File: src/rtl/dp1m4_pkg.sv
// dp1m4_pkg: shared definitions for the sparse 1-of-4 row sequencer.
//   - state_t      : sequencer state encoding
//   - BW_DEF/NNZ_DEF/TOTAL_DEF : default element width, nonzeros per load, mask width
//   - IDX_W        : width of one activation index (two indices per pair)
//   - sat_inc32    : saturating 32-bit increment used by the optional perf counters
package dp1m4_pkg;

    localparam int BW_DEF    = 4;
    localparam int NNZ_DEF   = 8;
    localparam int TOTAL_DEF = 16;
    localparam int IDX_W     = 2;

    typedef enum logic [2:0] {
        IDLE,
        WREQ,
        LWAIT,
        EXEC,
        DRAIN,
        DONE
    } state_t;

    function automatic logic [31:0] sat_inc32(input logic [31:0] v);
        return (v == '1) ? v : v + 32'd1;
    endfunction

endpackage

File: src/rtl/dp1m4_row_sched_if.sv
// dp1m4_row_sched_if: command, weight stream, activation stream and row-side
// signals of the row sequencer.
//   slave  : the sequencer side (consumes command/streams, drives row controls)
//   master : the surrounding buffers/row side
// Optional DP1M4_ROW_SCHED_PERF_EN adds stall_cnt/run_cnt (driven by the sequencer).
interface dp1m4_row_sched_if
    import dp1m4_pkg::*;
#(
    parameter int bw    = BW_DEF,
    parameter int nnz   = NNZ_DEF,
    parameter int total = TOTAL_DEF,
    parameter int cnt_w = 16
) ();

    logic                  start;
    logic [cnt_w-1:0]      num_pairs;
    logic                  w_valid;
    logic                  w_ready;
    logic [nnz*bw-1:0]     w_data;
    logic [total-1:0]      w_mask;
    logic                  a_valid;
    logic                  a_ready;
    logic [2*bw-1:0]       a_data;
    logic [2*IDX_W-1:0]    a_index;
    logic [nnz*bw-1:0]     weights_flat;
    logic [total-1:0]      weight_mask;
    logic [2*bw-1:0]       activation_flat;
    logic [2*IDX_W-1:0]    activation_index_flat;
    logic                  load;
    logic                  execute;
    logic                  a_select;
    logic                  psum_valid;
    logic                  busy;
    logic                  done;
`ifdef DP1M4_ROW_SCHED_PERF_EN
    logic [31:0]           stall_cnt;
    logic [31:0]           run_cnt;
`endif

    modport slave (
        input  start, num_pairs, w_valid, w_data, w_mask, a_valid, a_data, a_index,
        output w_ready, a_ready, weights_flat, weight_mask, activation_flat,
               activation_index_flat, load, execute, a_select, psum_valid, busy, done
`ifdef DP1M4_ROW_SCHED_PERF_EN
        , output stall_cnt, run_cnt
`endif
    );

    modport master (
        output start, num_pairs, w_valid, w_data, w_mask, a_valid, a_data, a_index,
        input  w_ready, a_ready, weights_flat, weight_mask, activation_flat,
               activation_index_flat, load, execute, a_select, psum_valid, busy, done
`ifdef DP1M4_ROW_SCHED_PERF_EN
        , input stall_cnt, run_cnt
`endif
    );

endinterface

File: src/rtl/dp1m4_vdelay.sv
// dp1m4_vdelay: single-bit delay line of DEPTH flops with async active-low clear.
//   clk   : clock
//   reset : async active-low clear of every stage
//   i_d   : bit entering the line
//   o_q   : i_d delayed by DEPTH cycles (DEPTH=0 is a plain wire)
module dp1m4_vdelay #(
    parameter int DEPTH = 3
) (
    input  logic clk,
    input  logic reset,
    input  logic i_d,
    output logic o_q
);

    generate
        if (DEPTH == 0) begin : g_wire
            assign o_q = i_d;
        end else begin : g_shift
            logic [DEPTH-1:0] r_sr;

            always_ff @(posedge clk or negedge reset) begin
                if (!reset) begin
                    r_sr <= '0;
                end else begin
                    r_sr[0] <= i_d;
                    for (int unsigned k = 1; k < DEPTH; k++) begin
                        r_sr[k] <= r_sr[k-1];
                    end
                end
            end

            assign o_q = r_sr[DEPTH-1];
        end
    endgenerate

endmodule

File: src/rtl/dp1m4_row_sched.sv
// dp1m4_row_sched: sequencer for one sparse 1-of-4 dot-product row.
// Accepts a start command, pulls one compressed weight word, pulses load and
// waits ld_lat cycles, streams num_pairs activation pairs with execute, drains
// exe_lat cycles and pulses done. psum_valid is execute delayed by exe_lat.
//   clk   : clock
//   reset : async active-low reset
//   bus   : dp1m4_row_sched_if.slave (start/num_pairs, weight stream, activation
//           stream, registered row outputs, load/execute/a_select/psum_valid,
//           busy/done)
// Optional feature macro: DP1M4_ROW_SCHED_PERF_EN adds stall_cnt/run_cnt.
module dp1m4_row_sched
    import dp1m4_pkg::*;
#(
    parameter int bw      = BW_DEF,
    parameter int nnz     = NNZ_DEF,
    parameter int total   = TOTAL_DEF,
    parameter int cnt_w   = 16,
    parameter int exe_lat = 3,
    parameter int ld_lat  = 2
) (
    input  logic               clk,
    input  logic               reset,
    dp1m4_row_sched_if.slave   bus
);

    localparam int MAX_LAT = (exe_lat > ld_lat) ? exe_lat : ld_lat;
    localparam int TMR_W   = $clog2(MAX_LAT + 2);

    state_t                r_state;
    state_t                w_next;
    logic [cnt_w-1:0]      r_num_pairs;
    logic [cnt_w-1:0]      r_beat;
    logic [TMR_W-1:0]      r_tmr;
    logic [nnz*bw-1:0]     r_weights;
    logic [total-1:0]      r_mask;
    logic [2*bw-1:0]       r_act;
    logic [2*IDX_W-1:0]    r_idx;
    logic                  r_load;
    logic                  r_execute;
    logic                  r_a_select;
    logic                  w_psum_valid;

    logic                  w_w_ready;
    logic                  w_a_ready;
    logic                  w_busy;
    logic                  w_done;
    logic                  w_start_acc;
    logic                  w_w_acc;
    logic                  w_a_acc;
    logic                  w_last;

    assign w_start_acc = (r_state == IDLE) && bus.start;
    assign w_w_acc     = w_w_ready && bus.w_valid;
    assign w_a_acc     = w_a_ready && bus.a_valid;
    assign w_last      = w_a_acc && (r_beat == r_num_pairs - 1'b1);

    // State register
    always_ff @(posedge clk or negedge reset) begin
        if (!reset) begin
            r_state <= IDLE;
        end else begin
            r_state <= w_next;
        end
    end

    // Next-state logic
    always_comb begin
        w_next = r_state;
        unique case (r_state)
            IDLE:  if (bus.start) w_next = (bus.num_pairs == '0) ? DONE : WREQ;
            WREQ:  if (bus.w_valid) w_next = LWAIT;
            LWAIT: if (r_tmr == TMR_W'(ld_lat - 1)) w_next = EXEC;
            EXEC:  if (w_last) w_next = DRAIN;
            // The last execute is issued in the first DRAIN cycle, so DRAIN
            // spans exe_lat+1 cycles to place done right after the last psum.
            DRAIN: if (r_tmr == TMR_W'(exe_lat)) w_next = DONE;
            DONE:  w_next = IDLE;
            default: w_next = IDLE;
        endcase
    end

    // State-decoded outputs; readies never look at the valids
    always_comb begin
        w_w_ready = 1'b0;
        w_a_ready = 1'b0;
        w_busy    = 1'b1;
        w_done    = 1'b0;
        unique case (r_state)
            IDLE:    w_busy    = 1'b0;
            WREQ:    w_w_ready = 1'b1;
            EXEC:    w_a_ready = (r_beat < r_num_pairs);
            DONE:    w_done    = 1'b1;
            default: ;
        endcase
    end

    // Dwell timer for LWAIT and DRAIN, restarted on every state change
    always_ff @(posedge clk or negedge reset) begin
        if (!reset) begin
            r_tmr <= '0;
        end else if (w_next != r_state) begin
            r_tmr <= '0;
        end else if ((r_state == LWAIT) || (r_state == DRAIN)) begin
            r_tmr <= r_tmr + 1'b1;
        end
    end

    // Command, weight and activation datapath
    always_ff @(posedge clk or negedge reset) begin
        if (!reset) begin
            r_num_pairs <= '0;
            r_beat      <= '0;
            r_weights   <= '0;
            r_mask      <= '0;
            r_act       <= '0;
            r_idx       <= '0;
            r_load      <= 1'b0;
            r_execute   <= 1'b0;
            r_a_select  <= 1'b0;
        end else begin
            r_load    <= w_w_acc;
            r_execute <= w_a_acc;
            if (w_start_acc) begin
                r_num_pairs <= bus.num_pairs;
                r_beat      <= '0;
            end
            if (w_w_acc) begin
                r_weights <= bus.w_data;
                r_mask    <= bus.w_mask;
            end
            if (w_a_acc) begin
                r_act      <= bus.a_data;
                r_idx      <= bus.a_index;
                r_a_select <= r_beat[0];
                r_beat     <= r_beat + 1'b1;
            end
        end
    end

    dp1m4_vdelay #(.DEPTH(exe_lat)) u_psum_dly (
        .clk   (clk),
        .reset (reset),
        .i_d   (r_execute),
        .o_q   (w_psum_valid)
    );

`ifdef DP1M4_ROW_SCHED_PERF_EN
    logic [31:0] r_stall_cnt;
    logic [31:0] r_run_cnt;

    always_ff @(posedge clk or negedge reset) begin
        if (!reset) begin
            r_stall_cnt <= '0;
            r_run_cnt   <= '0;
        end else if (w_start_acc) begin
            r_stall_cnt <= '0;
            r_run_cnt   <= '0;
        end else begin
            if (w_a_ready && !bus.a_valid) r_stall_cnt <= sat_inc32(r_stall_cnt);
            if (w_busy)                    r_run_cnt   <= sat_inc32(r_run_cnt);
        end
    end

    assign bus.stall_cnt = r_stall_cnt;
    assign bus.run_cnt   = r_run_cnt;
`endif

    assign bus.w_ready               = w_w_ready;
    assign bus.a_ready               = w_a_ready;
    assign bus.busy                  = w_busy;
    assign bus.done                  = w_done;
    assign bus.weights_flat          = r_weights;
    assign bus.weight_mask           = r_mask;
    assign bus.activation_flat       = r_act;
    assign bus.activation_index_flat = r_idx;
    assign bus.load                  = r_load;
    assign bus.execute               = r_execute;
    assign bus.a_select              = r_a_select;
    assign bus.psum_valid            = w_psum_valid;

endmodule

File: src/flat_wrapper.sv
// flat-port wrapper written by rule: the top's interface ports become plain ports
module dp1m4_row_sched_flat import dp1m4_pkg::*;
#(
    parameter int bw      = BW_DEF,
    parameter int nnz     = NNZ_DEF,
    parameter int total   = TOTAL_DEF,
    parameter int cnt_w   = 16,
    parameter int exe_lat = 3,
    parameter int ld_lat  = 2
)
  (clk, reset, bus_start, bus_num_pairs, bus_w_valid, bus_w_data, bus_w_mask, bus_a_valid, bus_a_data, bus_a_index, bus_w_ready, bus_a_ready, bus_weights_flat, bus_weight_mask, bus_activation_flat, bus_activation_index_flat, bus_load, bus_execute, bus_a_select, bus_psum_valid, bus_busy, bus_done);
  dp1m4_row_sched_if #(.bw(bw), .nnz(nnz), .total(total), .cnt_w(cnt_w)) bus_i ();
  input  logic clk;
  input  logic reset;
  input wire logic [$bits(bus_i.start)-1:0] bus_start;
  input wire logic [$bits(bus_i.num_pairs)-1:0] bus_num_pairs;
  input wire logic [$bits(bus_i.w_valid)-1:0] bus_w_valid;
  input wire logic [$bits(bus_i.w_data)-1:0] bus_w_data;
  input wire logic [$bits(bus_i.w_mask)-1:0] bus_w_mask;
  input wire logic [$bits(bus_i.a_valid)-1:0] bus_a_valid;
  input wire logic [$bits(bus_i.a_data)-1:0] bus_a_data;
  input wire logic [$bits(bus_i.a_index)-1:0] bus_a_index;
  output wire logic [$bits(bus_i.w_ready)-1:0] bus_w_ready;
  output wire logic [$bits(bus_i.a_ready)-1:0] bus_a_ready;
  output wire logic [$bits(bus_i.weights_flat)-1:0] bus_weights_flat;
  output wire logic [$bits(bus_i.weight_mask)-1:0] bus_weight_mask;
  output wire logic [$bits(bus_i.activation_flat)-1:0] bus_activation_flat;
  output wire logic [$bits(bus_i.activation_index_flat)-1:0] bus_activation_index_flat;
  output wire logic [$bits(bus_i.load)-1:0] bus_load;
  output wire logic [$bits(bus_i.execute)-1:0] bus_execute;
  output wire logic [$bits(bus_i.a_select)-1:0] bus_a_select;
  output wire logic [$bits(bus_i.psum_valid)-1:0] bus_psum_valid;
  output wire logic [$bits(bus_i.busy)-1:0] bus_busy;
  output wire logic [$bits(bus_i.done)-1:0] bus_done;
  assign bus_i.start = bus_start;
  assign bus_i.num_pairs = bus_num_pairs;
  assign bus_i.w_valid = bus_w_valid;
  assign bus_i.w_data = bus_w_data;
  assign bus_i.w_mask = bus_w_mask;
  assign bus_i.a_valid = bus_a_valid;
  assign bus_i.a_data = bus_a_data;
  assign bus_i.a_index = bus_a_index;
  assign bus_w_ready = bus_i.w_ready;
  assign bus_a_ready = bus_i.a_ready;
  assign bus_weights_flat = bus_i.weights_flat;
  assign bus_weight_mask = bus_i.weight_mask;
  assign bus_activation_flat = bus_i.activation_flat;
  assign bus_activation_index_flat = bus_i.activation_index_flat;
  assign bus_load = bus_i.load;
  assign bus_execute = bus_i.execute;
  assign bus_a_select = bus_i.a_select;
  assign bus_psum_valid = bus_i.psum_valid;
  assign bus_busy = bus_i.busy;
  assign bus_done = bus_i.done;
  dp1m4_row_sched #(.bw(bw), .nnz(nnz), .total(total), .cnt_w(cnt_w), .exe_lat(exe_lat), .ld_lat(ld_lat)) u_core (.clk(clk), .reset(reset), .bus(bus_i));
endmodule
File: config.mk
export PLATFORM = sky130hd
export DESIGN_NAME = dp1m4_row_sched_flat
export DESIGN_NICKNAME = d
export VERILOG_FILES = /design/src/rtl/dp1m4_pkg.sv /design/src/rtl/dp1m4_row_sched_if.sv /design/src/rtl/dp1m4_vdelay.sv /design/src/rtl/dp1m4_row_sched.sv /design/src/flat_wrapper.sv
export SDC_FILE = /design/constraint.sdc
export NUM_CORES = 1
export LEC_CHECK = 0
export BUFFER_PORTS_ARGS = -buffer_cell sky130_fd_sc_hd__buf_2
export CAP_MARGIN = 20
export CELL_PAD_IN_SITES_DETAIL_PLACEMENT = 1
export CELL_PAD_IN_SITES_GLOBAL_PLACEMENT = 1
export CORE_MARGIN = 1
export CORE_UTILIZATION = 44
export CTS_BUF_LIST = sky130_fd_sc_hd__clkbuf_8
export DETAILED_ROUTE_END_ITERATION = 6
export PLACE_DENSITY_LB_ADDON = 0.1
export SYNTH_ARGS = -nofsm -noshare
export SYNTH_HDL_FRONTEND = slang
export SYNTH_SLANG_ARGS = --single-unit
File: constraint.sdc
create_clock -name clk -period 8.6 [get_ports clk]
set_clock_uncertainty 0.15 [all_clocks]
set_input_delay 1.72 -clock clk [delete_from_list [all_inputs] [get_ports clk]]
set_output_delay 1.72 -clock clk [all_outputs]
set_load 0.03 [all_outputs]
**After elaboration in Yosys (flattened, before gate mapping)**

Index checks and enable logic that the tools add are counted.

- Magnitude comparators: 1
- Eq/ne operators: 9
- Add/sub/neg operators: 3
- Reductions and logical operators: 9
- Muxes and demuxes: 15

Operator list:

| operator | number |
|---|---|
| 16-bit 2-to-1 mux | 2 |
| 3-bit 2-to-1 mux | 8 |
| 16-bit by 1-bit adder with 16-bit output (second input constant) | 1 |
| 16-bit == test | 1 |
| 16-bit zero test | 1 |
| 16-bit less-than comparator | 1 |
| 16-bit by 1-bit subtractor with 16-bit output (second input constant) | 1 |
| 3-bit one-hot mux with 5 select lines | 1 |
| 3-bit by 2-bit == test with 1-bit output (second input constant) | 3 |
| 3-bit by 1-bit == test with 1-bit output (second input constant) | 2 |
| 3-bit == test (second input constant) | 2 |
| 1-bit logical AND | 4 |
| 1-bit 2-to-1 mux | 4 |
| 2-bit nonzero test | 2 |
| 3-bit by 1-bit adder with 3-bit output (second input constant) | 1 |
| 3-bit zero test | 1 |
| 3-bit inequality test | 1 |
| 1-bit logical OR | 1 |

- Input bits: 81
- Register bits: 104

**Depth between registers and ports, before layout**

Gate-level depths: netlist of run 1.

- Depth after elaboration: 8
- Gate-level depth with buffers: 13

**Modules after synthesis**

A second synthesis of run 1 with hierarchy kept.

- Cell total of the unflattened synthesis: 489
- Area total of the unflattened synthesis: 5166.2 sq um

Modules (own cells, without submodules):

| module | cells an instance | area an instance (sq um) | times used | seq. area each (sq um) |
|---|---|---|---|---|
| dp1m4_row_sched | 486 | 5091.1 | 1 | 2527.4 |
| dp1m4_vdelay | 3 | 75.1 | 1 | 75.1 |

**Worst setup path before layout of run 1**

No wires, ideal clock.

- Kind: reg-to-output
- Start: register u_core.r_num_pairs[8]
- End: output port bus_a_ready
- Cell stages (with the launch flop): 9
- Buffers on the path: 1
- Path slack: 4.575 ns
- Arrival time: 2.155 ns
- Cells stage by stage: dfrtp_1 clkbuf_1 inv_1 ha_1 a21o_1 a221o_1 a2111oi_2 a211oi_1 nor2b_1

- Longest elaborated chain between the ends: 2

RTL lines:

| item | line | source |
|---|---|---|
| from (decl) | dp1m4_row_sched.sv:31 | `logic [cnt_w-1:0] r_num_pairs;` |
| from (signal assigned) | dp1m4_row_sched.sv:124 | `r_num_pairs <= bus.num_pairs;` |
| 16-bit less-than comparator | dp1m4_row_sched.sv:91 | `EXEC: w_a_ready = (r_beat < r_num_pairs);` |
| 1-bit 2-to-1 mux | dp1m4_row_sched.sv:88 | `unique case (r_state)` |
| to (decl) | flat_wrapper.sv:24 | `output wire logic [$bits(bus_i.a_ready)-1:0] bus_a_ready;` |

Every way passes these cells.

**Worst setup path after layout of run 1**

- Start: register u_core.r_num_pairs[9]
- End: output port bus_a_ready

The elaborated chain is that of the path after synthesis.

==> metrics.md, run 1 <==
| Metric | Value |
|---|---|
| Status | `finished, final reports clean` |
| Worst-margin pin slew | `735 ps` |
| Root buffer cell | `clkbuf_8` |
| Input/output buffers | `about 150` |
| Mapped Nets | `around 600` |
| PwrDens | `approximately 150 nW/um^2` |
| Crit path time final | `approximately 4500 ps` |
| Post-synth top area cell | `dfrtp_1` |
| Yosys cell types | `48` |
| Combinational share of power | `a little under an eighth` |
| Final worst slack | `4130 ps` |
| First-pass GRT wire length | `20.9 mm` |
| Ports | `between 100 and 150` |
| Reg power frac | `between 50% and 60%` |
| Clock H-tree levels | `3` |
| Die area | `around 12,000 sq um` |
| Netlist Area Pre-Place | `about 5200 sq um` |
| Placed insts | `between 700 and 800` |
| Routed via count | `between 4,000 and 5,000` |
| Row count | `39` |
| P_int | `approximately 660 uW` |
| Synth Area in Adders | `under 10%` |
| Peak supply drop | `about 110 uV` |
| Gr usage total | `a little under a quarter` |
| Layout cells sized above 1 | `35.0%` |
| Nets | `735` |
| Final ANT Viol Nets | `0` |
| Post-synthesis sequential area ratio | `roughly half` |
| Final core occ | `between 50% and 60%` |
| Critical Path AT | `2600 ps` |
| Place WS | `roughly 4600 ps` |
| Sw Ratio | `29.6%` |
| Post-synth ARST share | `100%` |
| Cells on worst reg2reg path | `10` |
| Hold Path Depth | `0` |
| Clock latency on the worst-skew pair | `between 300 and 400 ps` |
| DRT iter0 DRCs | `194` |
| Max-Cap Viols | `0` |
| Die X | `~110 microns` |
| CP startpoint kind | `flop` |
| XOR/XNOR share of the synthesized area | `under 10%` |
| Sw Pwr | `about 280 uW` |
| Synth Warn # | `0` |
| Chip height | `110 microns` |
| Post-Syn Instances | `~500` |
| Worst-path maximum fanout | `4` |
| Post-synthesis compound-gate area fraction | `8.01%` |
| Drt pass-1 iters | `4` |
| GR Overflow Total | `0` |
| # resized after CTS | `0` |
| Post-synthesis mux area share | `roughly an eighth` |
| CTS tree | `yes` |
| Min-delay src | `u_core.u_psum_dly.g_shift.r_sr[0]$_DFF_PN0_` |
| Synth top area share | `roughly 50%` |
| Most common cell after layout, fill and taps aside | `buf_2` |
| Fmax | `about 0.22 GHz` |
| P&R area growth vs syn | `20.6%` |
| Hold Violations, Final | `0` |
| Rel. slew slack | `roughly half` |
| DR vias/cell | `5.47` |
| CP max-delay cell | `dfrtp_1` |
| Register bit count reported by yosys | `about 100` |
| Hold WC Path Type | `reg2reg` |
| # DRC | `0` |
| Post-CTS setup buffer count | `0` |
| LEAKAGE | `0.00330 uW` |
| GPL Wtd Cong | `between 0.8 and 0.9` |
| CTS buffer count | `9` |
| CTS Buffer Depth | `2` |
| Top FF cell, synth | `dfrtp_1` |
| # hold bufs at CTS | `0` |
| Antenna violations before repair | `0` |
| Starting Density | `around 45%` |
| Core Area | `approximately 11,000 sq um` |
| Post-DP HPWL | `10.1 mm` |
| Post-route setup TNS | `0 ps` |
| Reg2reg setup slack | `5070 ps` |
| RSZ-0062 raised after global routing | `false` |
| Clock share of power | `between 30% and 40%` |
| Largest family of logic cells by synthesized area | `simple AND/OR/NAND/NOR gates` |
| Critical path class | `reg2out` |
| Layout Cells excl Fill | `781` |
| Most frequent cells in the layout | `buf_2, dfrtp_1, nand2_1` |
| DR WL/cell | `about 17 microns` |
| Avg Cell Area, Syn | `10.4 sq um` |
| Pin count of the biggest net entering global routing | `59` |
| Final wirelength | `13.5 mm` |
| Vias in the first global route | `about 4,300` |
| EDFF count, synth | `0` |
| CP Cell Sequence | `inv_1, ha_1, a21o_1, a221o_1, a2111oi_2, a211oi_1, nor2b_1, buf_2` |
| Setup Viol. Count Final | `0` |
| Slew Limit Fails | `0` |
| R2r endpoint | `u_core.r_beat[8]$_DFFE_PN0P_` |
| Tcrit/Tclk final | `between 50% and 60%` |
| CP peak stage delay | `~430 ps` |
| Endpoint class of the critical path | `output port` |
| Clk sinks | `approximately 100` |
| Worst-path clk slew | `about 110 ps` |
| Data required, critical path | `approximately 6700 ps` |
| Synth top area cells | `dfrtp_1, mux2_2, nand2_1` |
| Number of inserted diodes | `0` |
| Synth Area in Simple Gates | `16.4%` |
| FF-to-FF Start | `u_core.r_beat[1]$_DFFE_PN0P_` |
| Worst Hold End | `u_core.u_psum_dly.g_shift.r_sr[1]$_DFF_PN0_` |
-- per-layer routing --
layer / part of all wire (%) / global-route usage, % / up-vias / wire length [microns]
met4: 2.1 / 7.71 / 0 / 278
met1: 43 / 29.8 / 2132 / 5850
met2: 49 / 36.8 / 124 / 6690
met5: 0 / 0 / - / 0
met3: 5.3 / 6.64 / 19 / 723
li1: - / - / 1994 / -
-- logic make-up after synthesis --
group	count (synthesis)
buf+inv	51
xor+xnor	24
compound gates	65
mux	56
fa+ha+maj	21
simple gates	174
flops	104
-- sequential cells by signal, summed over array words and instances, names as in the netlist --
| signal | cells |
|---|---|
| u_core.bus.a_select | 1 |
| u_core.bus.activation_flat | 8 |
| u_core.bus.activation_index_flat | 4 |
| u_core.bus.execute | 1 |
| u_core.bus.load | 1 |
| u_core.bus.weight_mask | 16 |
| u_core.bus.weights_flat | 32 |
| u_core.r_beat | 16 |
| u_core.r_num_pairs | 16 |
| u_core.r_state | 3 |
| u_core.r_tmr | 3 |
| u_core.u_psum_dly.g_shift.r_sr | 3 |
-- worst max path at each step --
stage               slack (ps)           to                         startpoint
floorplan                 4580  bus_a_ready  u_core.r_num_pairs[8]$_DFFE_PN0P_
global placement          4610  bus_a_ready      u_core.r_beat[11]$_DFFE_PN0P_
detailed placement        4560  bus_a_ready      u_core.r_beat[11]$_DFFE_PN0P_
CTS                       4090  bus_a_ready       u_core.r_beat[9]$_DFFE_PN0P_
global route              3970  bus_a_ready      u_core.r_beat[11]$_DFFE_PN0P_
finish                    4130  bus_a_ready  u_core.r_num_pairs[9]$_DFFE_PN0P_
-- cells in the mapped netlist, types with 8 or more instances --
| library cell | n |
|---|---|
| clkbuf_1 | 19 |
| nand2_1 | 74 |
| inv_1 | 25 |
| o21ai_0 | 28 |
| nor2_1 | 20 |
| mux2i_1 | 8 |
| a21oi_1 | 9 |
| xor2_1 | 8 |
| nand3_1 | 25 |
| xnor2_1 | 16 |
| ha_1 | 21 |
| nor3_1 | 11 |
| dfrtp_1 | 104 |
| mux2_2 | 48 |
-- critical path, delay by kind of cell (launching register included) --
kind                     cells  cell delay, ps
flip-flops                   1             430
adder cells (fa/ha/maj)      1             320
AND/OR/NAND/NOR              1             140
AO/OA/AOI/OAI                4            1010
buffers and inverters        2             310
-- cell type report --
type	instances	area, sq um
Tap cell	143	179
Clock buffer	9	124
Fill cell	1318	5180
Multi-Input combinational cell	340	2360
Inverter	26	98.8
Timing Repair Buffer	152	806
Clock inverter	7	65.1
Sequential cell	104	2600
-- power by group through the flow --
stage / combinational, uW / clock [uW] / sequential [uW]
6_report: 108 / 298 / 534
2_1_floorplan: 53.4 / 0 / 545
3_5_place_dp: 111 / 0 / 544
5_1_grt: 123 / 326 / 538
4_1_cts: 111 / 312 / 534
3_3_place_gp: 104 / 0 / 542
-- per-stage QoR --
step	hold WS, ps	total power [uW]	area (sq um)
2_1_floorplan	181	598	5170
3_3_place_gp	185	646	6000
3_5_place_dp	188	655	6000
4_1_cts	218	957	6190
5_1_grt	218	988	6230
6_report	214	940	6230
No activity file was read; power rests on OpenSTA's default activity.
==> inputs of run 2 (changes only) <==
- CORE_UTILIZATION: 44 -> 37
- clock period: 8.6 -> 3.88 ns (I/O delays scaled with it)
==> metrics.md, run 2 (synthesized netlist as in run 1, its figures left out) <==
| Metric | Value |
|---|---|
| Worst-path clk slew | `100 ps (about the same)` |
| Final worst slack | `346 ps (-3780 ps)` |
| Input/output buffers | `148 (unchanged)` |
| CTS Buffer Depth | `2 (unchanged)` |
| CTS tree | `yes` |
| Most common cell after layout, fill and taps aside | `buf_2` |
| Hold WC Path Type | `reg2reg` |
| Pin count of the biggest net entering global routing | `59 (unchanged)` |
| Post-route setup TNS | `0 ps (unchanged)` |
| First-pass GRT wire length | `22.4 mm (+7.4%)` |
| Root buffer cell | `clkbuf_8` |
| Slew Limit Fails | `0 (unchanged)` |
| Antenna violations before repair | `0 (unchanged)` |
| Pwr Total | `2130 uW (+130%)` |
| Setup Viol. Count Final | `0 (unchanged)` |
| CP startpoint kind | `flop` |
| Ports | `149 (unchanged)` |
| Highest metal used | `met4` |
| LEAKAGE | `0.00331 uW (+0.33%)` |
| CP Cell Sequence | `ha_1, a21o_1, a221o_1, a2111oi_2, a211oi_1, nor2b_1, buf_2` |
| Endpoint class of the critical path | `output port` |
| Nets | `737 (+0.27%)` |
| Core Area | `13,500 sq um (+18%)` |
| CP peak stage delay | `490 ps (+60 ps)` |
| Post-CTS setup buffer count | `0 (unchanged)` |
| DR WL/cell | `16.8 microns (-3.2%)` |
| Data required, critical path | `2950 ps (-3780 ps)` |
| Reg2reg setup slack | `670 ps (-4400 ps)` |
| DR vias/cell | `5.17 (-5.4%)` |
| Fmax | `around 0.28 GHz` |
| Layout cells sized above 1 | `35.2% (+0.20 points)` |
| Critical path class | `reg2out` |
| Met3 routed WL | `614 microns (-15%)` |
| GR Overflow Total | `0 (unchanged)` |
| Status | `finished, final reports clean` |
| DRT iter0 DRCs | `201 (+3.6%)` |
| Starting Density | `38.4% (-6.8 points)` |
| Clk sinks | `104 (unchanged)` |
| GPL Wtd Cong | `0.841 (-0.83%)` |
| Crit path time final | `about 3500 ps` |
| # resized after CTS | `0 (unchanged)` |
| Clock latency on the worst-skew pair | `390 ps (about the same)` |
| Chip height | `120 microns (+8.9%)` |
| Largest register FFs | `32 (unchanged)` |
| # hold bufs at CTS | `0 (unchanged)` |
| Number of inserted diodes | `0 (unchanged)` |
| # DRC | `0 (unchanged)` |
| Vias in the first global route | `4,337 (+1.6%)` |
| Tcrit/Tclk final | `91.1%` |
| CP max-delay cell | `dfrtp_1` |
| Hold Violations, Final | `0 (unchanged)` |
| Clock H-tree levels | `3 (unchanged)` |
| Worst-path maximum fanout | `6 (+2)` |
| Place WS | `669 ps (-3890 ps)` |
| Row count | `42 (+7.7%)` |
| Drt pass-1 iters | `4 (unchanged)` |
| Max-Cap Viols | `0 (unchanged)` |
| PwrDens | `339 nW/um^2 (+120%)` |
| Fillers | `1,592 (+21%)` |
| P&R area growth vs syn | `21.4%` |
| Final ANT Viol Nets | `0 (unchanged)` |
| Peak supply drop | `170 uV (+50%)` |
| Post-DP HPWL | `10.3 mm (+2.1%)` |
| Worst-margin pin slew | `764 ps (+28.6 ps)` |
| Met2 wire len | `6.67 mm (-0.19%)` |
| Die area | `14,400 sq um (+19%)` |
| Die X | `120 microns (+8.9%)` |
| Gr usage total | `20.1% (-2.9 points)` |
| Final wirelength | `13.7 mm (+1.2%)` |
| Rel. slew slack | `49.1% (-1.9 points)` |
| Routed via count | `4,221 (-1.1%)` |
| Critical Path AT | `2610 ps (about the same)` |
| Met1 wire length | `6.17 mm (+5.6%)` |
| CTS buffer count | `9 (unchanged)` |
| RSZ-0062 raised after global routing | `false` |
| Most frequent cells in the layout | `buf_2, dfrtp_1, nand2_1` |
## run 2: per-stage QoR
| step | cells | cell area [sq um] | hold WS, ps | utilization (%) |
|---|---|---|---|---|
| floorplan | 495 | 5170 | 181 | - |
| global placement | 800 | 6080 | 184 | 45.2 |
| detailed placement | 800 | 6080 | 190 | 45.2 |
| CTS | 816 | 6280 | 218 | 46.7 |
| global route | 816 | 6280 | 227 | 46.7 |
| finish | 816 | 6280 | 214 | 46.7 |
## run 2: critical path, delay by kind of cell, from the launching register on
family / cells / cell delay (ps)
compound gates: 4 / 1030
fa+ha+maj: 1 / 350
buf+inv: 1 / 220
flops: 1 / 490
simple gates: 1 / 130
## run 2: worst paths after layout
check                                                                  from                                     endpoint  cells after the start
worst max-delay path                          u_core.r_beat[11]$_DFFE_PN0P_                                  bus_a_ready                      7
max in group asynchronous                                             reset      u_core.bus.weights_flat[18]$_DFFE_PN0P_                      2
worst min register to register  u_core.u_psum_dly.g_shift.r_sr[0]$_DFF_PN0_  u_core.u_psum_dly.g_shift.r_sr[1]$_DFF_PN0_                      0
worst max register to register                u_core.r_beat[11]$_DFFE_PN0P_                 u_core.r_beat[8]$_DFFE_PN0P_                      9
worst min-delay path            u_core.u_psum_dly.g_shift.r_sr[0]$_DFF_PN0_  u_core.u_psum_dly.g_shift.r_sr[1]$_DFF_PN0_                      0
min in group asynchronous                                             reset            u_core.r_num_pairs[2]$_DFFE_PN0P_                      1
## run 2: layout make-up
cell class | instances | area [sq um] | area share [%]
flip-flops and latches | 104 | 2600 | 41.5
repair buffers | 154 | 801 | 12.8
clock inverters | 6 | 57.6 | 0.917
well taps | 176 | 220 | 3.51
clock buffers | 10 | 138 | 2.19
multi-input cells | 340 | 2360 | 37.6
inverters | 26 | 98.8 | 1.57
## run 2: where the power goes
group / leakage (uW) / switching [uW] / total, uW / internal (uW)
clock: 0.0000949 / 425 / 692 / 267
sequential: 0.00131 / 49.9 / 1170 / 1120
combinational: 0.00191 / 157 / 262 / 106
total: 0.00331 / 631 / 2130 / 1500
## run 2: layer usage
metal / global-route usage, % / vias to the layer above
li1: - / 2005
met2: 32.2 / 100
met4: 7.19 / 0
met1: 26.8 / 2102
met3: 4.06 / 14
met5: 0 / -
